`config.mk`:
```
export PLATFORM = sky130hd
export DESIGN_NAME = fixed_divider_flat
export DESIGN_NICKNAME = d
export VERILOG_FILES = /design/src/rtl/fixed_pkg.sv /design/src/rtl/fixed_divider_if.sv /design/src/rtl/udiv_core.sv /design/src/rtl/fixed_divider.sv /design/src/flat_wrapper.sv
export SDC_FILE = /design/constraint.sdc
export NUM_CORES = 1
export LEC_CHECK = 0
export BUFFER_PORTS_ARGS = -buffer_cell sky130_fd_sc_hd__buf_4
export CORE_MARGIN = 2
export CORE_UTILIZATION = 30
export DETAILED_ROUTE_END_ITERATION = 10
export SYNTH_ARGS = -nofsm -noshare
export SYNTH_HDL_FRONTEND = slang
export SYNTH_SLANG_ARGS = --single-unit
```
`constraint.sdc`:
```
create_clock -name clk -period 4.95 [get_ports clk]
set_input_delay 0.495 -clock clk [delete_from_list [all_inputs] [get_ports clk]]
set_output_delay 0.495 -clock clk [all_outputs]
set_load 0.01 [all_outputs]
```
`src/rtl/fixed_pkg.sv`:
```
// Shared fixed-point definitions: default word format, divider states and
// the saturation limits for the default width.
package fixed_pkg;

    localparam int FX_N = 16;
    localparam int FX_Q = 8;

    localparam logic [FX_N-1:0] FX_MAX = {1'b0, {(FX_N-1){1'b1}}};
    localparam logic [FX_N-1:0] FX_MIN = {1'b1, {(FX_N-1){1'b0}}};

    typedef enum logic [1:0] {
        IDLE,
        CALC,
        DONE
    } div_state_t;

endpackage

```
`src/rtl/fixed_divider_if.sv`:
```
// Request/result bundle for the fixed-point divider.
interface fixed_divider_if
    import fixed_pkg::*;
#(
    parameter int N = FX_N
) ();

    logic         start;
    logic [N-1:0] A;
    logic [N-1:0] B;
    logic [N-1:0] C;
    logic         busy;
    logic         done;
    logic         ovf;
    logic         dz;

    modport master (
        output start, A, B,
        input  C, busy, done, ovf, dz
    );

    modport slave (
        input  start, A, B,
        output C, busy, done, ovf, dz
    );

endinterface

```
`src/rtl/udiv_core.sv`:
```
// Unsigned restoring divider: one quotient bit per clock, MSB first, with the
// quotient shifted into the dividend register as the dividend bits drain out.
module udiv_core
    import fixed_pkg::*;
#(
    parameter int N = FX_N,
    parameter int Q = FX_Q
) (
    input  logic           clk,
    input  logic           rst_n,
    input  logic           load,
    input  logic           run,
    input  logic [N+Q-1:0] dividend,
    input  logic [N-1:0]   divisor,
    output logic [N+Q-1:0] quotient_next,
    output logic           last
);

    localparam int W     = N + Q;
    localparam int CNT_W = $clog2(W + 1);

    logic [N:0]       rem_q;
    logic [N:0]       rem_next;
    logic [W-1:0]     dq_q;
    logic [N-1:0]     div_q;
    logic [CNT_W-1:0] cnt_q;
    logic [N+1:0]     rem_shift;
    logic [N+1:0]     diff;
    logic             fits;

    // The borrow out of the trial subtraction decides the quotient bit.
    always_comb begin
        rem_shift     = {rem_q, dq_q[W-1]};
        diff          = rem_shift - {2'b00, div_q};
        fits          = ~diff[N+1];
        rem_next      = fits ? diff[N:0] : rem_shift[N:0];
        quotient_next = {dq_q[W-2:0], fits};
    end

    assign last = (cnt_q == CNT_W'(W - 1));

    always_ff @(posedge clk or negedge rst_n) begin
        if (!rst_n) begin
            rem_q <= '0;
            dq_q  <= '0;
            div_q <= '0;
            cnt_q <= '0;
        end else if (load) begin
            rem_q <= '0;
            dq_q  <= dividend;
            div_q <= divisor;
            cnt_q <= '0;
        end else if (run) begin
            rem_q <= rem_next;
            dq_q  <= quotient_next;
            cnt_q <= cnt_q + 1'b1;
        end
    end

endmodule

```
`src/rtl/fixed_divider.sv`:
```
// Signed fixed-point divider: sign/magnitude conversion, divide-by-zero and
// saturation around an unsigned iterative core.
module fixed_divider
    import fixed_pkg::*;
#(
    parameter int N = FX_N,
    parameter int Q = FX_Q
) (
    input  logic           clk,
    input  logic           rst_n,
    fixed_divider_if.slave bus
);

    localparam int W = N + Q;

    localparam logic [N-1:0] SAT_MAX = {1'b0, {(N-1){1'b1}}};
    localparam logic [N-1:0] SAT_MIN = {1'b1, {(N-1){1'b0}}};
    localparam logic [W-1:0] POS_LIM = W'(SAT_MAX);
    localparam logic [W-1:0] NEG_LIM = W'(SAT_MIN);

    div_state_t   state_q;
    div_state_t   state_d;
    logic         load;
    logic         run;
    logic         last;
    logic         accept;
    logic         sign_q;
    logic [N-1:0] a_mag;
    logic [N-1:0] b_mag;
    logic [W-1:0] q_mag;
    logic [N-1:0] sat_c;
    logic         sat_ovf;
    logic [N-1:0] c_q;
    logic         ovf_q;
    logic         dz_q;

    // Negating the most negative value wraps to itself, which is the
    // correct unsigned magnitude 2^(N-1).
    assign a_mag  = bus.A[N-1] ? -bus.A : bus.A;
    assign b_mag  = bus.B[N-1] ? -bus.B : bus.B;
    assign accept = (state_q == IDLE) && bus.start;

    udiv_core #(
        .N(N),
        .Q(Q)
    ) u_core (
        .clk           (clk),
        .rst_n         (rst_n),
        .load          (load),
        .run           (run),
        .dividend      ({a_mag, {Q{1'b0}}}),
        .divisor       (b_mag),
        .quotient_next (q_mag),
        .last          (last)
    );

    // A negative result may reach one step further than a positive one.
    always_comb begin
        sat_ovf = 1'b0;
        sat_c   = q_mag[N-1:0];
        if (sign_q) begin
            if (q_mag > NEG_LIM) begin
                sat_ovf = 1'b1;
                sat_c   = SAT_MIN;
            end else begin
                sat_c   = -q_mag[N-1:0];
            end
        end else if (q_mag > POS_LIM) begin
            sat_ovf = 1'b1;
            sat_c   = SAT_MAX;
        end
    end

    always_comb begin
        state_d = state_q;
        load    = 1'b0;
        run     = 1'b0;
        case (state_q)
            IDLE: begin
                if (bus.start) begin
                    if (bus.B == '0) begin
                        state_d = DONE;
                    end else begin
                        state_d = CALC;
                        load    = 1'b1;
                    end
                end
            end
            CALC: begin
                run = 1'b1;
                if (last) begin
                    state_d = DONE;
                end
            end
            DONE:    state_d = IDLE;
            default: state_d = IDLE;
        endcase
    end

    always_ff @(posedge clk or negedge rst_n) begin
        if (!rst_n) begin
            state_q <= IDLE;
        end else begin
            state_q <= state_d;
        end
    end

    // Results change only on the edge that enters DONE.
    always_ff @(posedge clk or negedge rst_n) begin
        if (!rst_n) begin
            sign_q <= 1'b0;
            c_q    <= '0;
            ovf_q  <= 1'b0;
            dz_q   <= 1'b0;
        end else if (accept) begin
            sign_q <= bus.A[N-1] ^ bus.B[N-1];
            if (bus.B == '0) begin
                c_q   <= bus.A[N-1] ? SAT_MIN : SAT_MAX;
                ovf_q <= 1'b0;
                dz_q  <= 1'b1;
            end
        end else if ((state_q == CALC) && last) begin
            c_q   <= sat_c;
            ovf_q <= sat_ovf;
            dz_q  <= 1'b0;
        end
    end

    assign bus.C    = c_q;
    assign bus.ovf  = ovf_q;
    assign bus.dz   = dz_q;
    assign bus.busy = (state_q != IDLE);
    assign bus.done = (state_q == DONE);

endmodule
```
`src/flat_wrapper.sv`:
```
// flat-port wrapper written by rule: the top's interface ports become plain ports
module fixed_divider_flat import fixed_pkg::*;
#(
    parameter int N = FX_N,
    parameter int Q = FX_Q
)
  (clk, rst_n, bus_start, bus_A, bus_B, bus_C, bus_busy, bus_done, bus_ovf, bus_dz);
  fixed_divider_if #(.N(N)) bus_i ();
  input  logic clk;
  input  logic rst_n;
  input wire logic [$bits(bus_i.start)-1:0] bus_start;
  input wire logic [$bits(bus_i.A)-1:0] bus_A;
  input wire logic [$bits(bus_i.B)-1:0] bus_B;
  output wire logic [$bits(bus_i.C)-1:0] bus_C;
  output wire logic [$bits(bus_i.busy)-1:0] bus_busy;
  output wire logic [$bits(bus_i.done)-1:0] bus_done;
  output wire logic [$bits(bus_i.ovf)-1:0] bus_ovf;
  output wire logic [$bits(bus_i.dz)-1:0] bus_dz;
  assign bus_i.start = bus_start;
  assign bus_i.A = bus_A;
  assign bus_i.B = bus_B;
  assign bus_C = bus_i.C;
  assign bus_busy = bus_i.busy;
  assign bus_done = bus_i.done;
  assign bus_ovf = bus_i.ovf;
  assign bus_dz = bus_i.dz;
  fixed_divider #(.N(N), .Q(Q)) u_core (.clk(clk), .rst_n(rst_n), .bus(bus_i));
endmodule
```
Word-level counts from Yosys, hierarchy flattened

Cells that the tools add are included.

$add $sub $neg: 5
Magnitude comparators: 2
Equal/unequal tests: 6
Mux-type cells: 33
Bitwise operators: 2
Reduce and logical (&&, ||, !) cells: 9

Operators with widths:

| cell                   | count |
|---|---|
| $mux W16               | 9 |
| $mux W17               | 3 |
| $mux W24               | 2 |
| $neg A16 Y16           | 3 |
| $gt A24 B15 Y1 const B | 1 |
| $gt A24 B16 Y1 const B | 1 |
| $sub A18 B16 Y18       | 1 |
| $logic_not A16 Y1      | 1 |
| $mux W1                | 13 |
| $mux W5                | 2 |
| $mux W2                | 3 |
| $ne A2 B2 Y1 const B   | 3 |
| $reduce_bool A2 Y1     | 3 |
| $add A5 B1 Y5 const B  | 1 |
| $eq A5 B5 Y1 const B   | 1 |
| $pmux W2 S2            | 1 |
| $reduce_and A2 Y1      | 2 |
| $eq A2 B1 Y1 const B   | 1 |
| $eq A2 B2 Y1 const B   | 1 |
| $logic_and A1 B1 Y1    | 2 |
| $logic_not A2 Y1       | 1 |
| $not A1 Y1             | 1 |
| $xor A1 B1 Y1          | 1 |

Bits in registers: 83
Input bits: 35
Output and inout port bits: 20
Logic and storage cells: 66

Longest topological paths before layout

Depth in word-level cells: 7
Mapped depth: 18
Depth with buffers taken out: 15

By module

Synthesis repeated with hierarchy kept, for this count alone.

Cells, all modules: 681
Area, all modules: 5,753.0 µm²

Modules (own cells, without submodules):

| module        | instances | cells each | area an instance (µm²) | sequential area each (µm²) |
|---|---|---|---|---|
| udiv_core     | 1         | 426        | 3,801.1                | 1,551.5 |
| fixed_divider | 1         | 255        | 1,951.9                | 525.5 |

Least setup slack after synthesis

Ideal clock, no wire load.

Path type: reg-to-reg
From: register u_core.u_core.rem_q[5]
To: register u_core.c_q[12] (netlist: u_core.bus.C[12])
Setup time: 0.127 ns
Arrival time: 3.386 ns
Data required time: 4.823 ns
Path slack: 1.438 ns
Stages on the path, launching flop included: 18
Period minus slack after synthesis: 3.512 ns
Cell sequence: dfrtp_1 ha_1 clkbuf_1 a21o_1 nand3_1 a21oi_1 a32oi_1 nand2_1 xnor2_2 inv_2 clkbuf_1 buf_2 ha_1 nand2_1 or3_1 nor3_1 xor2_1 o21ai_1

Word-level cells in the longest chain between the ends: 7
Elaborated cells on any way between the ends: 10
Those cells by class: 2 x add/sub; 2 x order compare; 5 x mux; 1 x bitwise

RTL lines:

| element                                | line                                     | source |
|---|---|---|
| start: declaration                     | udiv_core.sv:22                          | `logic [N:0] rem_q;` |
| start signal: assignment               | udiv_core.sv:54                          | `rem_q <= rem_next;` |
| $sub A18 B16 Y18 *                     | udiv_core.sv:34                          | `diff = rem_shift - {2'b00, div_q};` |
| $not A1 Y1 *                           | udiv_core.sv:35                          | `fits = ~diff[N+1];` |
| $gt A24 B15 Y1 (tied with other cells) | fixed_divider.sv:68                      | `end else if (q_mag > POS_LIM) begin` |
| $mux W16 (on tied branches)            | fixed_divider.sv:68, fixed_divider.sv:62 |  |
| $mux W16 *                             | fixed_divider.sv:61                      | `if (sign_q) begin` |
| $mux W16 *                             | fixed_divider.sv:122                     | `end else if ((state_q == CALC) && last) begin` |
| $mux W16 *                             | fixed_divider.sv:115                     | `end else if (accept) begin` |
| end signal: assignment                 | fixed_divider.sv:118                     | `c_q <= bus.A[N-1] ? SAT_MIN : SAT_MAX;` |
| end signal: assignment                 | fixed_divider.sv:123                     | `c_q <= sat_c;` |
| end: declaration                       | fixed_divider.sv:33                      | `logic [N-1:0] c_q;` |

Every way passes the cells marked *; elsewhere a longest branch is shown, timed or not. The select of a mux whose other input is x is not followed.
A chain may end at the register's enable or synchronous reset.

Worst setup path in the final report

From: register u_core.u_core.div_q[1]
To: register u_core.c_q[12] (netlist: u_core.bus.C[12])

Word-level cells in the longest chain between the ends: 7
Elaborated cells on any way between the ends: 10
Those cells by class: 2 x add/sub; 2 x order compare; 5 x mux; 1 x bitwise

RTL lines:

| element                                | line                                     | source |
|---|---|---|
| start: declaration                     | udiv_core.sv:25                          | `logic [N-1:0] div_q;` |
| start signal: assignment               | udiv_core.sv:51                          | `div_q <= divisor;` |
| $sub A18 B16 Y18 *                     | udiv_core.sv:34                          |  |
| $not A1 Y1 *                           | udiv_core.sv:35                          |  |
| $gt A24 B15 Y1 (tied with other cells) | fixed_divider.sv:68                      |  |
| $mux W16 (on tied branches)            | fixed_divider.sv:68, fixed_divider.sv:62 |  |
| $mux W16 *                             | fixed_divider.sv:61                      |  |
| $mux W16 *                             | fixed_divider.sv:122                     |  |
| $mux W16 *                             | fixed_divider.sv:115                     |  |

Marks and branches as above.

==> impl_metrics.toml <==
[status]
status = "finished clean"

[floorplanning]
dieArea_sq_um = 19000
placementRows = 48
ios = 55
die_h_um = 138
initial_utilization_pct = 30.9
core_sq_um = 17400
die_w_um = 138

[pwr]
combinationalPowerShare_pct = 55.5
seqPwrFrac_pct = 28.6
power_density_nw_per_um2 = 730
p_clk_share_pct = 15.9
p_sw_mw = 2.06
swShare_pct = 44.5
vdd_drop_max_uv = 335
intPower_mw = 2.57
p_leak_nw = 2.79

[routing]
via_per_inst = 5.16
drc_errors = 0
ant_nets = 0
dr.pass1.iters = 5
drt_iter0_drc = 329
vias = 4736
wl_per_cell_um = 14.8
wl_um = 13600

[cts]
cts_root_buffer = "clkbuf_16"
cts_resized = 0
cts_tree = "built"
clk_path_buf_depth = 2
cts_sinks = 83
clk_latency_ps = 350
hold_buffers = 0
cts_buffers = 9
htreeDepth = 3
cts.clk_slew.worst_paths_ps = 60
post_cts_buffers = 0

[yosys]
yosysUniqueCellTypes = 62
synth_area_leaders = "dfrtp_1 (39%), nand2_1 (5.2%), a21oi_1 (4.7%), ha_1 (4.6%), xor2_1 (4.1%)"
synth-xor-area-share_pct = 7.46
synth_compound_area_share_pct = 22.5
synth-seq-cells = 83
synth_nets = 701
synthAdderAreaFrac_pct = 5.02
synth_cells = 645
yosys.area.top_type_share_pct = 38.6
synth_top_family_by_area = "compound AO/OA/AOI/OAI gates"
synth_largest_area_cell = "dfrtp_1"
synth_edf_count = 0
yosys_most_used_dff = "dfrtp_1"
yosysSeqAreaShare_pct = 38.6
async_flop_share_pct = 100
syn_area_per_cell_sq_um = 8.35
syn_area_sq_um = 5390
yosys.area_share.simple_pct = 21.1
synth_warnings = 0
muxShareOfSynthArea_pct = 0.558

[cells_and_area]
drive_above_1_share_pct = 13.6
finalInstanceArea_sq_um = 6350
seq_area_sq_um = 2080
area_growth_pct = 17.9
final_nets = 744
antenna_cells = 0
multiInputGateArea_sq_um = 3050
fillCellCount = 1826
final_cell_mix = "dfrtp_1 (83), nand2_1 (75), buf_4 (65)"
final_common_cell = "dfrtp_1"

[sta]
period_share_pct = 68.3
slew_headroom_pct = 33.3
rsz0062_at_grt = "no"
worst_slack_ps = 1570
finalClockSkew_ps = 7.24
drv_slew = 0
setup_viol = 0
max_freq_mhz = 296
fin_crit_ps = 3380
setup_tns_ps = 0
tightest_slew_ps = 999
hold_viol = 0

[grt]
grt-busiest-layer = "met2"
grt_pass1_wl_um = 22600
grt_max_degree = 61
first_global_vias = 4448
track_usage_pct = 14.9
gr-usage-met1_pct = 21.2
use_met2_pct = 23.5
gr-usage-met3_pct = 2.85
gr-total-overflow = 0
antenna_found_initial = 0

[setup_path]
worstPathRequired_ps = 5160
r2r_end = "u_core.bus.C[12]$_DFFE_PN0P_"
start_kind = "register"
ff2ff_setup_slack_ps = 1570
crit_path_max_fanout = 6
r2r_cells = 15
critPathKind = "register to register"
end_kind = "register"
r2r_start = "u_core.u_core.div_q[1]$_DFFE_PN0P_"
cp.arrival_ps = 3590

[run]
cap_violations = 0

[placement]
pre_cts_slack_ps = 1620
dp_hpwl_um = 9660
place_congestion = 0.825
port_buffers = 54
place_area_sq_um = 6020

[hold_path]
hp-class = "input pin to asynchronous set/reset pin"
## final cells by class
type / count / share of cell area (%)
multi-input combinational: 497 / 48.1
sequential: 83 / 32.7
timing repair buffer: 65 / 7.69
tap: 225 / 4.43
clock buffer: 12 / 4.04
inverter: 32 / 1.89
clock inverter: 4 / 1.14
## routing by layer
layer  wire length (um)  vias to the layer above  part of all wire (%)
met5                  0                        -                     0
met4                132                        0                  0.97
met3                637                       14                   4.7
met2               5990                       94                    44
met1               6790                     2235                    50
li1                   -                     2393                     -
## worst max-delay path by stage
stage                                             startpoint                      endpoint  slack [ps]  depth (start not counted)
after floorplan           u_core.u_core.rem_q[5]$_DFFE_PN0P_  u_core.bus.C[12]$_DFFE_PN0P_        1440                         17
after global placement    u_core.u_core.rem_q[0]$_DFFE_PN0P_  u_core.bus.C[12]$_DFFE_PN0P_        1700                         14
after detailed placement  u_core.u_core.div_q[1]$_DFFE_PN0P_  u_core.bus.C[12]$_DFFE_PN0P_        1620                         15
after CTS                 u_core.u_core.div_q[1]$_DFFE_PN0P_  u_core.bus.C[12]$_DFFE_PN0P_        1610                         15
after global routing      u_core.u_core.div_q[1]$_DFFE_PN0P_  u_core.bus.C[12]$_DFFE_PN0P_        1270                         15
final                     u_core.u_core.div_q[1]$_DFFE_PN0P_  u_core.bus.C[12]$_DFFE_PN0P_        1570                         15
## sequential cells by signal, indices dropped and copies added, names as in the netlist
name	cells
u_core.u_core.dq_q	24
u_core.bus.C	16
u_core.bus.dz	1
u_core.state_q	2
u_core.u_core.rem_q	17
u_core.u_core.div_q	16
u_core.sign_q	1
u_core.bus.ovf	1
u_core.u_core.cnt_q	5
## cells by family (layout without fill, tap and decap cells)
family | count (synthesis) | in the layout
and+or+nand+nor | 228 | 228
AOI/OAI and AO/OA | 200 | 200
DFF | 83 | 83
buffers and inverters | 65 | 113
xor gates and xnor gates | 45 | 45
adders and majority gates | 21 | 21
muxes | 3 | 3
## synthesized netlist by cell type (all sizes together), types with 2 or more instances
master and number:
inv 32, nor3 19, nor2 54, a221o 8
o21ai 81, dfrtp 83, mux2i 3, nand3 19
a211oi 3, o31ai 9, nor2b 6, nor3b 6
o41ai 2, or2 3, or4 6, o211ai 2
a311oi 2, a2111oi 2, xor2 25, and2 3
nand4 7, or3 9, buf 6, a21oi 51
o221ai 4, ha 20, xnor2 20, nor4 3
clkbuf 27, nand2 75, nand3b 3, nor4b 3
a22oi 10, and3 4, o21a 5, a21o 5
a31oi 7, nand2b 5, o31a 2
## critical path: stages, from the launching register on
cell,delay (ps)
dfrtp_1,400
inv_1,60
ha_1,260
nor2b_1,140
o31ai_1,270
a21oi_1,200
a32oi_1,410
nand2_1,160
xnor2_2,180
inv_2,60
ha_1,250
nand2_1,120
or3_1,340
nor3_1,180
xor2_1,160
o21ai_1,70
## power by group through the flow
stage / logic, mW / clock network, mW / registers, mW
3_3_place_gp: 2.54 / 0 / 1.33
4_1_cts: 2.58 / 0.756 / 1.32
6_report: 2.57 / 0.737 / 1.33
3_5_place_dp: 2.57 / 0 / 1.33
2_1_floorplan: 1.94 / 0 / 1.26
5_1_grt: 2.91 / 0.786 / 1.37
## stage by stage
step / util, % / hold slack (ps) / instances / total power, mW
after floorplan: - / 199 / 645 / 3.19
after global placement: 34.6 / 409 / 902 / 3.87
after detailed placement: 34.6 / 405 / 902 / 3.90
after CTS: 36.5 / 43.2 / 918 / 4.66
after global routing: 36.5 / 59.1 / 918 / 5.07
final: 36.5 / 36.2 / 918 / 4.63
(Power assumes the default switching activity.)
